`config.mk`:
```
export PLATFORM = sky130hd
export DESIGN_NAME = piso_tx_ctrl
export DESIGN_NICKNAME = d
export VERILOG_FILES = /design/src/rtl/piso_tx_ctrl.sv
export SDC_FILE = /design/constraint.sdc
export NUM_CORES = 1
export LEC_CHECK = 0
export CAP_MARGIN = 10
export CORE_UTILIZATION = 48
export CTS_BUF_LIST = sky130_fd_sc_hd__clkbuf_4
export DETAILED_ROUTE_END_ITERATION = 7
export GPL_TIMING_DRIVEN = 0
export MAX_ROUTING_LAYER = met4
export PLACE_DENSITY = 0.82
export SLEW_MARGIN = 30
export SYNTH_ARGS = -nofsm -noshare
export SYNTH_HDL_FRONTEND = slang
export SYNTH_SLANG_ARGS = --single-unit
export TNS_END_PERCENT = 30
```
`constraint.sdc`:
```
create_clock -name CLK -period 2.48 [get_ports CLK]
set_clock_uncertainty 0.2 [all_clocks]
set_input_delay 0.372 -clock CLK [delete_from_list [all_inputs] [get_ports CLK]]
set_output_delay 0.372 -clock CLK [all_outputs]
set_load 0.01 [all_outputs]
```
`src/rtl/piso_tx_ctrl.sv`:
```
// piso_tx_ctrl
// Sequencing controller for a WIDTH-bit parallel-in/serial-out shift register.
// It arbitrates two word requesters round-robin, loads the winner's word into
// the PISO through SH_LDN/PD, and times the serial frame. An optional idle gap
// can follow each frame. Every output comes straight from a flop.

module piso_tx_ctrl #(
    parameter int WIDTH      = 4,
    parameter int GAP_CYCLES = 0
) (
    input  logic             CLK,
    input  logic             RSTN,
    input  logic             REQ0,
    input  logic [WIDTH-1:0] D0,
    input  logic             REQ1,
    input  logic [WIDTH-1:0] D1,
    output logic             GNT0,
    output logic             GNT1,
    output logic             SH_LDN,
    output logic [WIDTH-1:0] PD,
    output logic             FRAME,
    output logic             DONE,
    output logic             BUSY
);

    typedef enum logic [1:0] {
        IDLE  = 2'd0,
        LOAD  = 2'd1,
        SHIFT = 2'd2,
        GAP   = 2'd3
    } state_e;

    // One counter times both the shift phase and the gap phase.
    localparam int CNT_MAX = (WIDTH > GAP_CYCLES) ? WIDTH : GAP_CYCLES;
    localparam int CNT_W   = (CNT_MAX < 2) ? 1 : $clog2(CNT_MAX);

    localparam logic [CNT_W-1:0] BIT_LAST = CNT_W'(WIDTH - 1);
    localparam logic [CNT_W-1:0] GAP_LAST = CNT_W'((GAP_CYCLES > 0) ? (GAP_CYCLES - 1) : 0);

    state_e           state_q,  state_d;
    logic [CNT_W-1:0] cnt_q,    cnt_d;
    logic             rr_q,     rr_d;      // 1 = requester 1 was granted last
    logic             gnt0_q,   gnt0_d;
    logic             gnt1_q,   gnt1_d;
    logic             sh_ldn_q, sh_ldn_d;
    logic [WIDTH-1:0] pd_q,     pd_d;
    logic             frame_q,  frame_d;
    logic             done_q,   done_d;
    logic             busy_q,   busy_d;

    logic any_req;
    logic pick1;
    logic decide;

    // Round-robin choice: a lone request wins; on a tie the requester not granted last wins.
    assign any_req = REQ0 | REQ1;
    assign pick1   = REQ1 & (~REQ0 | ~rr_q);

    // Next-state and next-output logic for the frame sequencer.
    always_comb begin
        // NOTE: every variable gets a default here so no path can infer a latch.
        state_d  = state_q;
        cnt_d    = cnt_q;
        rr_d     = rr_q;
        gnt0_d   = 1'b0;
        gnt1_d   = 1'b0;
        sh_ldn_d = 1'b1;
        pd_d     = pd_q;
        frame_d  = 1'b0;
        done_d   = 1'b0;
        busy_d   = busy_q;
        decide   = 1'b0;

        unique case (state_q)
            IDLE: begin
                busy_d = 1'b0;
                decide = 1'b1;
            end

            LOAD: begin
                // PISO captures PD at this edge; the first bit is on Q next cycle.
                state_d = SHIFT;
                cnt_d   = '0;
                frame_d = 1'b1;
                busy_d  = 1'b1;
            end

            SHIFT: begin
                busy_d = 1'b1;
                if (cnt_q == BIT_LAST) begin
                    done_d = 1'b1;
                    if (GAP_CYCLES > 0) begin
                        state_d = GAP;
                        cnt_d   = '0;
                    end else begin
                        decide = 1'b1;
                    end
                end else begin
                    cnt_d   = cnt_q + CNT_W'(1);
                    frame_d = 1'b1;
                end
            end

            GAP: begin
                busy_d = 1'b1;
                if (cnt_q == GAP_LAST) begin
                    decide = 1'b1;
                end else begin
                    cnt_d = cnt_q + CNT_W'(1);
                end
            end

            default: begin
                state_d = IDLE;
                busy_d  = 1'b0;
            end
        endcase

        // Frame-end / idle decision: start the next word or fall back to IDLE.
        if (decide) begin
            if (any_req) begin
                state_d  = LOAD;
                sh_ldn_d = 1'b0;
                busy_d   = 1'b1;
                rr_d     = pick1;
                gnt0_d   = ~pick1;
                gnt1_d   = pick1;
                pd_d     = pick1 ? D1 : D0;
            end else begin
                state_d = IDLE;
                busy_d  = 1'b0;
            end
        end
    end

    // State and output registers; reset aborts any frame in flight.
    always_ff @(posedge CLK or negedge RSTN) begin
        if (!RSTN) begin
            state_q  <= IDLE;
            cnt_q    <= '0;
            rr_q     <= 1'b1;
            gnt0_q   <= 1'b0;
            gnt1_q   <= 1'b0;
            sh_ldn_q <= 1'b1;
            pd_q     <= '0;
            frame_q  <= 1'b0;
            done_q   <= 1'b0;
            busy_q   <= 1'b0;
        end else begin
            // NOTE: non-blocking assignments so every flop samples pre-edge values.
            state_q  <= state_d;
            cnt_q    <= cnt_d;
            rr_q     <= rr_d;
            gnt0_q   <= gnt0_d;
            gnt1_q   <= gnt1_d;
            sh_ldn_q <= sh_ldn_d;
            pd_q     <= pd_d;
            frame_q  <= frame_d;
            done_q   <= done_d;
            busy_q   <= busy_d;
        end
    end

    assign GNT0   = gnt0_q;
    assign GNT1   = gnt1_q;
    assign SH_LDN = sh_ldn_q;
    assign PD     = pd_q;
    assign FRAME  = frame_q;
    assign DONE   = done_q;
    assign BUSY   = busy_q;

endmodule

```
# Word-level counts from Yosys, hierarchy flattened
# Index checks and enable logic that the tools add are counted.
word_totals:
  mem_bits_rw: 0
  wordCells: 52
  inputBits: 12
  latchBits: 0
  out_inout_bits: 10
  mem_count: 0
  mem_bits_ro: 0
  regBits: 15
classes:
  n_eq_ne: 6
  mul: 0
  shift: 0
  n_addsub: 1
  n_mux: 22
  n_div: 0
  reduce_logical: 7
  n_bitwise: 6
  n_lt_le_gt_ge: 0
op_table:
  columns: ["op", "n"]
  rows:
  - ["$mux W1", 13]
  - ["$mux W2", 4]
  - ["$eq A2 B2 Y1 const B", 3]
  - ["$pmux W2 S3", 1]
  - ["$logic_not A2 Y1", 2]
  - ["$mux W4", 1]
  - ["$ne A2 B2 Y1 const B", 2]
  - ["$pmux W1 S2", 2]
  - ["$not A1 Y1", 3]
  - ["$pmux W1 S3", 1]
  - ["$reduce_and A3 Y1", 1]
  - ["$reduce_bool A3 Y1", 1]
  - ["$reduce_or A3 Y1", 1]
  - ["$add A2 B1 Y2 const B", 1]
  - ["$eq A2 B1 Y1 const B", 1]
  - ["$or A1 B1 Y1", 2]
  - ["$reduce_and A2 Y1", 1]
  - ["$reduce_bool A2 Y1", 1]
  - ["$and A1 B1 Y1", 1]

# Depth between registers and ports, before layout
# Gate-level depths: netlist of the first run.
depth:
  ltp_word: 6
  depth_mapped: 6
  ltp_nobuf: 5

# Least setup slack after synthesis of the first run
# OpenSTA, ideal clock, no wires.
synth_path:
  kind: "reg-to-reg"
  start: "reg state_q[0]"
  end: "reg pd_q[0] (netlist: PD[0])"
  setup_time_ns: 0.125
  slack_ns: 0.654
  t_arrival_ns: 1.501
  period_less_slack_ns: 1.826
  path_stages_with_launch: 6
  required_time_ns: 2.155
  path_buffers: 0
  path_cell_list: "dfrtp_1 inv_1 ha_1 a22oi_2 a211oi_4 mux2_2"
synth_between:
  elab_chain_len: 3
  elab_cells_between_ends: 5
  cone_classes: "eq/ne (2); mux (1); reduce/logical (2)"
synth_lines:
  columns: ["element", "line", "source"]
  rows:
  - ["start, declared", "40", "state_e state_q, state_d;"]
  - ["start signal, assigned", "151", "state_q <= state_d;"]
  - ["$eq A2 B2 Y1 / $logic_not A2 Y1 (equally long branches)", "74", "unique case (state_q)"]
  - ["$pmux W1 S3 *", "74", null]
  - ["$reduce_and A2 Y1 (no source line) *", null, null]
  - ["end signal, assigned", "157", "pd_q <= pd_d;"]
  - ["end, declared", "46", "logic [WIDTH-1:0] pd_q, pd_d;"]
# Mark *: on every way between the ends. The rest lies on a longest branch, timed or not.
# A chain may end at the register's enable or synchronous reset.

# Worst setup path in the final report of the first run
layout_path:
  start: "in REQ1"
  end: "reg pd_q[2] (netlist: PD[2])"
layout_between:
  elab_chain_len: 2
  elab_cells_between_ends: 4
  cone_classes: "mux (1); bitwise (2); reduce/logical (1)"
layout_lines:
  columns: ["element", "line", "source"]
  rows:
  - ["start, declared", "15", "input logic REQ1,"]
  - ["$and A1 B1 Y1 / $or A1 B1 Y1 (equally long branches)", "57, 56", null]
  - ["$mux W4 / $reduce_and A2 Y1 (equally long branches)", null, null]
# Several ways; a longest one is shown, not always the timed one.

==> results of run 1 <==
routing by layer:
layer	part of all wire [%]	vias up	global-route usage (%)	wire, um
met5	0	-	-	0
met4	1.1	0	7.10	15
met3	4.7	2	7.39	66
met2	54	15	34.7	751
met1	40	251	20.4	562
li1	-	264	-	-
cells by family after synthesis:
logic type	synth area share, %
flip-flops	49.9
AO/OA/AOI/OAI	15.7
multiplexers	13.2
AND/OR/NAND/NOR	6.78
buffers and inverters	4.46
adder cells (fa/ha/maj)	9.92
sequential cells by signal, summed over array words and instances, names as in the netlist:
signal,flops
PD,4
cnt_q,2
state_q,2
BUSY,1
DONE,1
FRAME,1
GNT0,1
GNT1,1
SH_LDN,1
rr_q,1
cell usage after synthesis:
| master | n |
|---|---|
| nand2b_1 | 1 |
| ha_1 | 6 |
| a211oi_4 | 1 |
| nor3_1 | 1 |
| nor2_1 | 1 |
| a21boi_0 | 1 |
| buf_4 | 1 |
| nand2_1 | 4 |
| a21o_1 | 1 |
| a31o_2 | 1 |
| a21oi_1 | 1 |
| dfrtp_1 | 13 |
| nor2b_2 | 1 |
| and2_1 | 2 |
| inv_1 | 7 |
| a211oi_1 | 1 |
| mux2_2 | 8 |
| mux2i_1 | 1 |
| a22o_1 | 1 |
| o22a_1 | 1 |
| dfstp_2 | 2 |
| a21boi_1 | 1 |
| a221o_1 | 1 |
| o21ai_0 | 3 |
| a22oi_2 | 1 |
path summary, 6_finish.rpt:
path / startpoint / endpoint / cells past startpoint
min in group CLK: PD[1]$_DFFE_PN0P_ / PD[1]$_DFFE_PN0P_ / 1
min: RSTN / PD[3]$_DFFE_PN0P_ / 1
max in group asynchronous: RSTN / PD[2]$_DFFE_PN0P_ / 1
max reg2reg: state_q[0]$_DFFE_PN0P_ / PD[2]$_DFFE_PN0P_ / 5
min reg2reg: PD[1]$_DFFE_PN0P_ / PD[1]$_DFFE_PN0P_ / 1
max: REQ1 / PD[2]$_DFFE_PN0P_ / 4
power breakdown:
part           total, uW  internal, uW  switching (uW)
clock                143          73.3            70.1
sequential           430           367            62.7
combinational        649           350             299
cell type report:
| cell class | instances | area (sq um) | share of cell area (%) |
|---|---|---|---|
| plain buffers | 1 | 7.51 | 0.739 |
| clock buffers | 4 | 30.0 | 2.96 |
| inverters | 7 | 26.3 | 2.59 |
| multi-input cells | 39 | 345 | 34.0 |
| flip-flops and latches | 15 | 378 | 37.2 |
| well taps | 15 | 18.8 | 1.85 |
| repair buffers | 21 | 210 | 20.7 |
critical path: cells and delay by family:
kind,cells,cell delay (ns)
muxes,2,0.67
AOI/OAI and AO/OA,1,0.49
buffers and inverters,1,0.50
metrics by stage:
step	power, uW	area [sq um]
4_1_cts	1240	1020
3_5_place_dp	1090	986
2_1_floorplan	843	757
6_report	1220	1020
3_3_place_gp	1060	986
5_1_grt	1320	1020
==> results.md, run 1 <==
* #FFs+latches synth at 15
* Min-Delay Path Class: input pin to async pin
* DRC at 0
* Part of the Yosys area used for sequential elements at 49.9%
* Fraction of the cycle the final worst path needs at 83.5%
* GP Congestion at between 0.7 and 0.8
* Clock root cell: clkbuf_4
* Depth of the CTS H-tree at 1
* Final setup fails at 0
* Synth warn at 0
* Fillers at 91
* CTS resizes at 0
* Syn avg cell area at between 10 and 15 sq um
* Commonest non-fill, non-tap cells in the layout: 21 x clkdlybuf4s50_1, 13 x dfrtp_1, 8 x mux2_2, 7 x inv_1, 6 x ha_1
* DP Wirelength at 1150 um
* Critical path's slowest cell: clkdlybuf4s50_1
* Core Box Area at 0.00138 sq mm
* CTS Buf Count at 3
* Final wirelength at 1400 um
* Routed len/inst at 13.7 um
* Top-level I/O count at 22
* Post-Syn Nets at 80
* Largest cells by area after synthesis: dfrtp_1 43%, mux2_2 12%, ha_1 9.9%
* CTS Buffer Depth at 2
* Least-Margin Pin Slew at 0.631 ns
* Cells along the critical path: clkdlybuf4s50_1 -> a21boi_1 -> mux2_2 -> mux2_2
* RSZ-0062 raised after global routing: false
* Tot GR Track Use at 19.9%
* Period minus WS final at 2.07 ns
* CP peak stage delay at 0.50 ns
* Die X at 41.7 um
* Row Count at 13
* Worst slack, placed at 0.0938 ns
* R2R Setup Slk at 0.42 ns
* Die ar. at 0.00174 sq mm
* Netlist Area Pre-Place at 757 sq um
* Setup bufs post-CTS at 0
* Synth unique cells at 25
* Drt first-iter violations at 5
* Initial Util at approximately 55%
* Mapped Cells at 62
* Worst setup SP type: input pin
* Max capacitance violation total at 0
* Setup slack after layout at just over 0.4 ns
* Antenna Violating Nets Remaining at 0
* Max FO, Critical Path at 6
* Most common cell after layout, fill and taps aside: clkdlybuf4s50_1
* Critical path class: input pin to flop
* Final #Nets at 106
* Avg Vias per Cell at 5.22
* Worst EP arrival at a little over 2 ns
* Vias at 532
* Fmax at 483 MHz
* Drt pass-1 iters at 4
* Clock sink count at 15
* Fin cells at 102
* Vias in the first global route at 583
* Clk_lat worst skew at approximately 0.28 ns
* First-pass GRT wire length at 2460 um
* Final Core Density at 73.5%
* Hold_buf cts at 0
* Critical path required time at 2.44 ns
* TritonCTS clock tree: built
* Crit path top cell by count: mux2_2
* IO Port Bufs at 21
* Setup TNS at 0 ns
* Synth area leader: dfrtp_1
* Largest net degree at the start of global routing at 16
* Fin. Hold Viols at 0
* Initial antenna violation count at 0
* Crit. End Element: flop
* Power Dens Cells at 1200 mW/mm^2
* Die Ht at 41.7 um
* Slew Limit Fails at 0
* Area growth, synth to finish at 34.2%
* Global route total overflow at 0
* Headroom to the max-slew limit at 57.8%
* Cell count after placement at just under 100
* Share of the synthesized area in the top cell type at around 43%
* Worst-path clk slew at 0.08 ns
* Status: complete, no violations
* Worst Hold Margin at approximately 0.28 ns
* Layout cells sized above 1 at 21.8%
* Ant diodes at 0
* Leakage Power at 0.000453 uW
* Peak supply drop at around 0.86 mV
No activity file was read; power rests on OpenSTA's default activity.
==> run 2, diff against run 1 <==
==> constraint.sdc (replaced) <==
create_clock -name CLK -period 2.1 [get_ports CLK]
set_clock_uncertainty 0.2 [all_clocks]
set_input_delay 0.315 -clock CLK [delete_from_list [all_inputs] [get_ports CLK]]
set_output_delay 0.315 -clock CLK [all_outputs]
set_load 0.01 [all_outputs]
==> run 2 against run 1 <==
Sequential power is 19% higher. Global-route usage unchanged. Non-clock buffer count grew 1. Critical path depth is 1 higher. First-iteration DRC count increased by 120%.
==> results.md, run 2 (synthesized netlist as in run 1, its figures left out) <==
* Final Core Density at 74.5% (+1.0 points)
* Fmax at 506 MHz
* Drt first-iter violations at 11 (+6)
* First-pass GRT wire length at 2460 um (unchanged)
* Status: complete, no violations
* Die X at 41.7 um (unchanged)
* Largest net degree at the start of global routing at 16 (unchanged)
* Drt pass-1 iters at 4 (unchanged)
* Worst-path clk slew at 0.08 ns (about the same)
* Critical path class: flop to flop
* CTS Buf Count at 3 (unchanged)
* Die ar. at 0.00174 sq mm (unchanged)
* Combinational fraction of design power at 53.7% (+0.6 points)
* Min-Delay Path Class: input pin to async pin
* Setup slack after layout at 0.122 ns (-0.286 ns)
* Routed len/inst at 13.7 um (about the same)
* Least-Margin Pin Slew at 0.635 ns (+0.00388 ns)
* Worst EP arrival at 1.94 ns (-0.09 ns)
* Worst slack, placed at -0.229 ns (-0.323 ns)
* Tot GR Track Use at 19.9% (unchanged)
* Fraction of the cycle the final worst path needs at between 90% and 100%
* Max reg flops at 4 (unchanged)
* Core Box Area at 0.00138 sq mm (unchanged)
* Most common cell after layout, fill and taps aside: clkdlybuf4s50_1
* TritonCTS clock tree: built
* Post-route cell area at 0.00103 sq mm (+1.4%)
* Clk pwr share at 11.5% (-0.2 points)
* Vias in the first global route at 583 (unchanged)
* Worst setup SP type: flop
* Depth of the CTS H-tree at 1 (unchanged)
* Fillers at 91 (unchanged)
* Clock sink count at 15 (unchanged)
* Clk_lat worst skew at 0.28 ns (about the same)
* Initial Util at 54.8% (unchanged)
* Final setup fails at 0 (unchanged)
* Row Count at 13 (unchanged)
* Crit. End Element: flop
* Critical path required time at 2.06 ns (-0.38 ns)
* DP Wirelength at 1150 um (unchanged)
* Hold_buf cts at 0 (unchanged)
* Int Power at 952 uW (+20%)
* Layout cells sized above 1 at 25.0% (+3.2 points)
* GP Congestion at 0.777 (unchanged)
* Max capacitance violation total at 0 (unchanged)
* Clock root cell: clkbuf_4
* Initial antenna violation count at 0 (unchanged)
* Headroom to the max-slew limit at 57.5% (-0.26 points)
* IO Port Bufs at 21 (unchanged)
* Final wirelength at 1410 um (+0.93%)
* Final #Nets at 107 (+0.94%)
* Antenna Violating Nets Remaining at 0 (unchanged)
* Worst Hold Margin at 0.225 ns (-0.0555 ns)
* Period minus WS final at between 1.5 and 2 ns
* Peak supply drop at 1.01 mV (+18%)
* DRC at 0 (unchanged)
* Commonest non-fill, non-tap cells in the layout: 21 x clkdlybuf4s50_1, 13 x dfrtp_1, 8 x mux2_2, 7 x inv_1, 5 x ha_1
* Area growth, synth to finish at 36.0%
* Sw frac at 35.2% (-0.13 points)
* Switching Power at 516 uW (+20%)
* Vias at 545 (+2.4%)
* Die Ht at 41.7 um (unchanged)
* Max FO, Critical Path at 6 (unchanged)
* Fin. Hold Viols at 0 (unchanged)
* CTS Buffer Depth at 2 (unchanged)
* RSZ-0062 raised after global routing: false
* Leakage Power at 0.000457 uW (+0.79%)
* Slew Limit Fails at 0 (unchanged)
* Power Dens Cells at 1430 mW/mm^2 (+19%)
* Seq. cell area at 378 sq um (unchanged)
* Global route total overflow at 0 (unchanged)
* Ant diodes at 0 (unchanged)
* Share of power burned in registers at 34.8% (-0.4 points)
* Multi-input gate area at 352 sq um (+1.8%)
* Placed Area at 986 sq um (unchanged)
* Top-level I/O count at 22 (unchanged)
* Avg Vias per Cell at 5.29 (+1.4%)
-- run 2: what timing repair did --
action                                  in CTS  in global routing
setup buffers                                0                  1
endpoints found under the setup margin       0                  4
gates resized for setup                      0                  2
-- run 2: power by group through the flow --
stage                     Clock, uW  Combinational [uW]  Sequential [uW]
after floorplan                   0                 453              542
after detailed placement          0                 772              517
after global placement            0                 744              504
final                           169                 789              510
after CTS                       176                 775              510
after global routing            190                 868              529
-- run 2: final cells by class --
class | instances | share of cell area [%]
Sequential cell | 15 | 36.7
Multi-Input combinational cell | 39 | 34.1
Timing Repair Buffer | 22 | 21.1
Clock buffer | 4 | 2.92
Inverter | 7 | 2.55
Tap cell | 15 | 1.82
Buffer | 1 | 0.729
-- run 2: final timing paths --
check	startpoint	to	slack [ns]	depth (start not counted)
max	state_q[0]$_DFFE_PN0P_	PD[2]$_DFFE_PN0P_	0.12	5
min	RSTN	PD[3]$_DFFE_PN0P_	0.22	1
max reg2reg	state_q[0]$_DFFE_PN0P_	PD[2]$_DFFE_PN0P_	0.12	5
min reg2reg	PD[1]$_DFFE_PN0P_	PD[1]$_DFFE_PN0P_	0.32	1
max in group asynchronous	RSTN	PD[2]$_DFFE_PN0P_	1.06	1
min in group CLK	PD[1]$_DFFE_PN0P_	PD[1]$_DFFE_PN0P_	0.32	1
-- run 2: worst max-delay path, cell delays in order, from the launching register on --
cell and delay [ns]:
dfrtp_1 0.43, inv_1 0.12, ha_2 0.22, a22oi_2 0.12
a211oi_4 0.39, mux2_2 0.38
-- run 2: layer usage --
layer  up-vias  global-route usage, %  routed length [um]
li1        265                      -                   -
met1       258                   20.4                 562
met2        16                   34.7                 747
met3         6                   7.39                  67
met4         0                   7.10                  30
met5         -                      -                   0
-- run 2: metrics by stage --
step | std cells | power, uW | TNS, ns
2_1_floorplan | 62 | 995 | 0
3_5_place_dp | 98 | 1290 | -0.850
4_1_cts | 102 | 1460 | 0
5_1_grt | 103 | 1590 | 0
3_3_place_gp | 98 | 1250 | -0.646
6_report | 103 | 1470 | 0
==> run 3, diff against run 2 <==
--- a/config.mk
+++ b/config.mk
@@ -9,9 +9,11 @@
 export CORE_UTILIZATION = 48
 export CTS_BUF_LIST = sky130_fd_sc_hd__clkbuf_4
 export DETAILED_ROUTE_END_ITERATION = 7
+export GPL_ROUTABILITY_DRIVEN = 0
 export GPL_TIMING_DRIVEN = 0
 export MAX_ROUTING_LAYER = met4
 export PLACE_DENSITY = 0.82
+export REMOVE_ABC_BUFFERS = 1
 export SLEW_MARGIN = 30
 export SYNTH_ARGS = -nofsm -noshare
 export SYNTH_HDL_FRONTEND = slang
==> run 3 against run 2 <==
Worst hold slack got worse by 0.0018 ns. Non-clock buffer count is 1 lower. Cell count decreased by 0.97%. Clock power fell by 8%. Fmax grew 0.22%. Critical path depth fell by 1. Routed wire length decreased by 8.5%. Via count shrank 2.8%. Sequential cell count unchanged. Sequential share of layout area grew 0.67 points. Highest routed layer unchanged.
==> results.md, run 3 (synthesized netlist as in run 1, its figures left out) <==
* Drt pass-1 iters at 4 (unchanged)
* Worst slack, placed at -0.146 ns (+0.0828 ns)
* Top-level I/O count at 22 (unchanged)
* Clock root cell: clkbuf_4
* Area growth, synth to finish at 34.0%
* Max reg flops at 4 (unchanged)
* Row Count at 13 (unchanged)
* Core Box Area at 0.00138 sq mm (unchanged)
* Slew Limit Fails at 0 (unchanged)
* Global route total overflow at 0 (unchanged)
* First-pass GRT wire length at 2320 um (-5.6%)
* Most common cell after layout, fill and taps aside: clkdlybuf4s50_1
* Fin. Hold Viols at 0 (unchanged)
* Max capacitance violation total at 0 (unchanged)
* DR top layer: met4
* Post-route cell area at 0.00101 sq mm (-1.5%)
* Setup slack after layout at 0.127 ns (+0.00434 ns)
* Met1 WL at 606 um (+7.8%)
* Clk pwr share at 10.9% (-0.6 points)
* Final wirelength at 1290 um (-8.5%)
* Final #Nets at 106 (-0.93%)
* Hold_buf cts at 0 (unchanged)
* Critical path class: flop to flop
* Worst-path clk slew at 0.09 ns (about the same)
* Worst EP arrival at 1.94 ns (about the same)
* R2r endpoint: PD[1]$_DFFE_PN0P_
* Vias in the first global route at 519 (-11%)
* Crit. End Element: flop
* Critical path required time at 2.06 ns (about the same)
* Setup TNS at 0 ns (unchanged)
* Power Dens Cells at 1400 mW/mm^2 (-1.6%)
* RSZ-0062 raised after global routing: false
* Peak supply drop at 0.882 mV (-13%)
* Fraction of the cycle the final worst path needs at 94.0% (-0.21 points)
* Sw frac at 35.3% (+0.098 points)
* Worst R2R Path Depth at 4 (-1)
* Int Power at 922 uW (-3.1%)
* Routed len/inst at 12.6 um (-7.6%)
* Final setup fails at 0 (unchanged)
* Min-Delay Path Class: input pin to async pin
* RR Startpoint: state_q[1]$_DFFE_PN0P_
* Initial Util at 54.8% (unchanged)
* Vias at 530 (-2.8%)
* IO Port Bufs at 21 (unchanged)
* Clk_lat worst skew at 0.27 ns (about the same)
* Die ar. at 0.00174 sq mm (unchanged)
* Commonest non-fill, non-tap cells in the layout: 21 x clkdlybuf4s50_1, 12 x dfrtp_1, 8 x mux2_2, 7 x inv_1, 6 x ha_1
* Tot GR Track Use at 17.9% (-2.0 points)
* Worst setup SP type: flop
* Avg Vias per Cell at 5.20 (-1.8%)
* Antenna Violating Nets Remaining at 0 (unchanged)
* Depth of the CTS H-tree at 1 (unchanged)
* DP Wirelength at 979 um (-15%)
* Die Ht at 41.7 um (unchanged)
* TritonCTS clock tree: built
* Wire length on met3 at 68 um (+1.5%)
* Layout cells sized above 1 at 23.0% (-2.0 points)
* Initial antenna violation count at 0 (unchanged)
* Drt first-iter violations at 5 (-6)
* CTS Buffer Depth at 2 (unchanged)
* Total power at 1420 uW (-3.0%)
* Headroom to the max-slew limit at 58.1% (+0.55 points)
* Placed Area at 978 sq um (-0.76%)
* Period minus WS final at 1.97 ns (-0.00434 ns)
* Routed wl met2 at 608 um (-19%)
* Clock sink count at 15 (unchanged)
* Ant diodes at 0 (unchanged)
* CTS Buf Count at 3 (unchanged)
* Die X at 41.7 um (unchanged)
* R2R Setup Slk at 0.13 ns (about the same)
* Cell count after placement at 97 (-1.0%)
* DRC at 0 (unchanged)
* Leakage Power at 0.000452 uW (-1.2%)
* Max FO, Critical Path at 10 (+4)
* Status: complete, no violations
* Fmax at 507 MHz (+0.22%)
* Switching Power at 502 uW (-2.7%)
* Share of power burned in registers at 37.1% (+2.3 points)
* Least-Margin Pin Slew at 0.627 ns (-0.00816 ns)
* Largest net degree at the start of global routing at 16 (unchanged)
* Fin cells at 102 (-0.97%)
* Combinational fraction of design power at 52.1% (-1.6 points)
run 3: cell types whose count changed in the layout (fill, tap and decap cells not counted), sizes merged:
cell,delta
clkinv,+1
buf,-1
clkbuf,-1
run 3: how the worst max path moves through the flow:
stage	from	end	slack, ns	cells past startpoint
2_1_floorplan	state_q[1]$_DFFE_PN0P_	PD[0]$_DFFE_PN0P_	0.18	4
3_3_place_gp	REQ1	PD[2]$_DFFE_PN0P_	-0.14	4
3_5_place_dp	REQ1	PD[0]$_DFFE_PN0P_	-0.15	4
4_1_cts	state_q[1]$_DFFE_PN0P_	PD[1]$_DFFE_PN0P_	0.07	4
5_1_grt	state_q[0]$_DFFE_PN0P_	PD[0]$_DFFE_PN0P_	0.02	5
6_report	state_q[1]$_DFFE_PN0P_	PD[1]$_DFFE_PN0P_	0.13	4
run 3: power by group through the flow:
stage                     sequential (uW)  combinational (uW)  clock, uW
after floorplan                       560                 420          0
after global placement                528                 704          0
after detailed placement              532                 725          0
after CTS                             529                 730        164
after global routing                  552                 810        177
final                                 528                 741        155
run 3: layer usage:
layer  track usage (%)  vias to the layer above
li1                  -                      265
met1              22.3                      248
met2              28.1                       15
met3              6.52                        2
met4              3.87                        0
met5                 -                        -
run 3: area by class of cell:
class | count | area, sq um
sequential | 15 | 379
clock buffer | 3 | 22.5
fill | 91 | 368
tap | 15 | 18.8
timing repair buffer | 22 | 218
inverter | 7 | 26.3
multi-input combinational | 39 | 345
clock inverter | 1 | 5.00
run 3: worst max-delay path, cell delays in order (launching register included):
cell and delay, ns:
dfrtp_2 0.49, ha_1 0.28, a22oi_2 0.13, a211oi_4 0.38
mux2_2 0.38
run 3: stage by stage:
stage          utilization (%)  hold WS (ns)
2_1_floorplan                -        -0.181
3_3_place_gp              70.8         0.288
3_5_place_dp              70.8         0.295
4_1_cts                   72.9         0.241
5_1_grt                   73.4         0.291
6_report                  73.4         0.223
run 3: timing repair:
action,in CTS,in global routing
setup endpoints to repair,4,4
buffers inserted,0,1
cloned,0,0
gates resized for setup,1,0
pin swaps,0,1
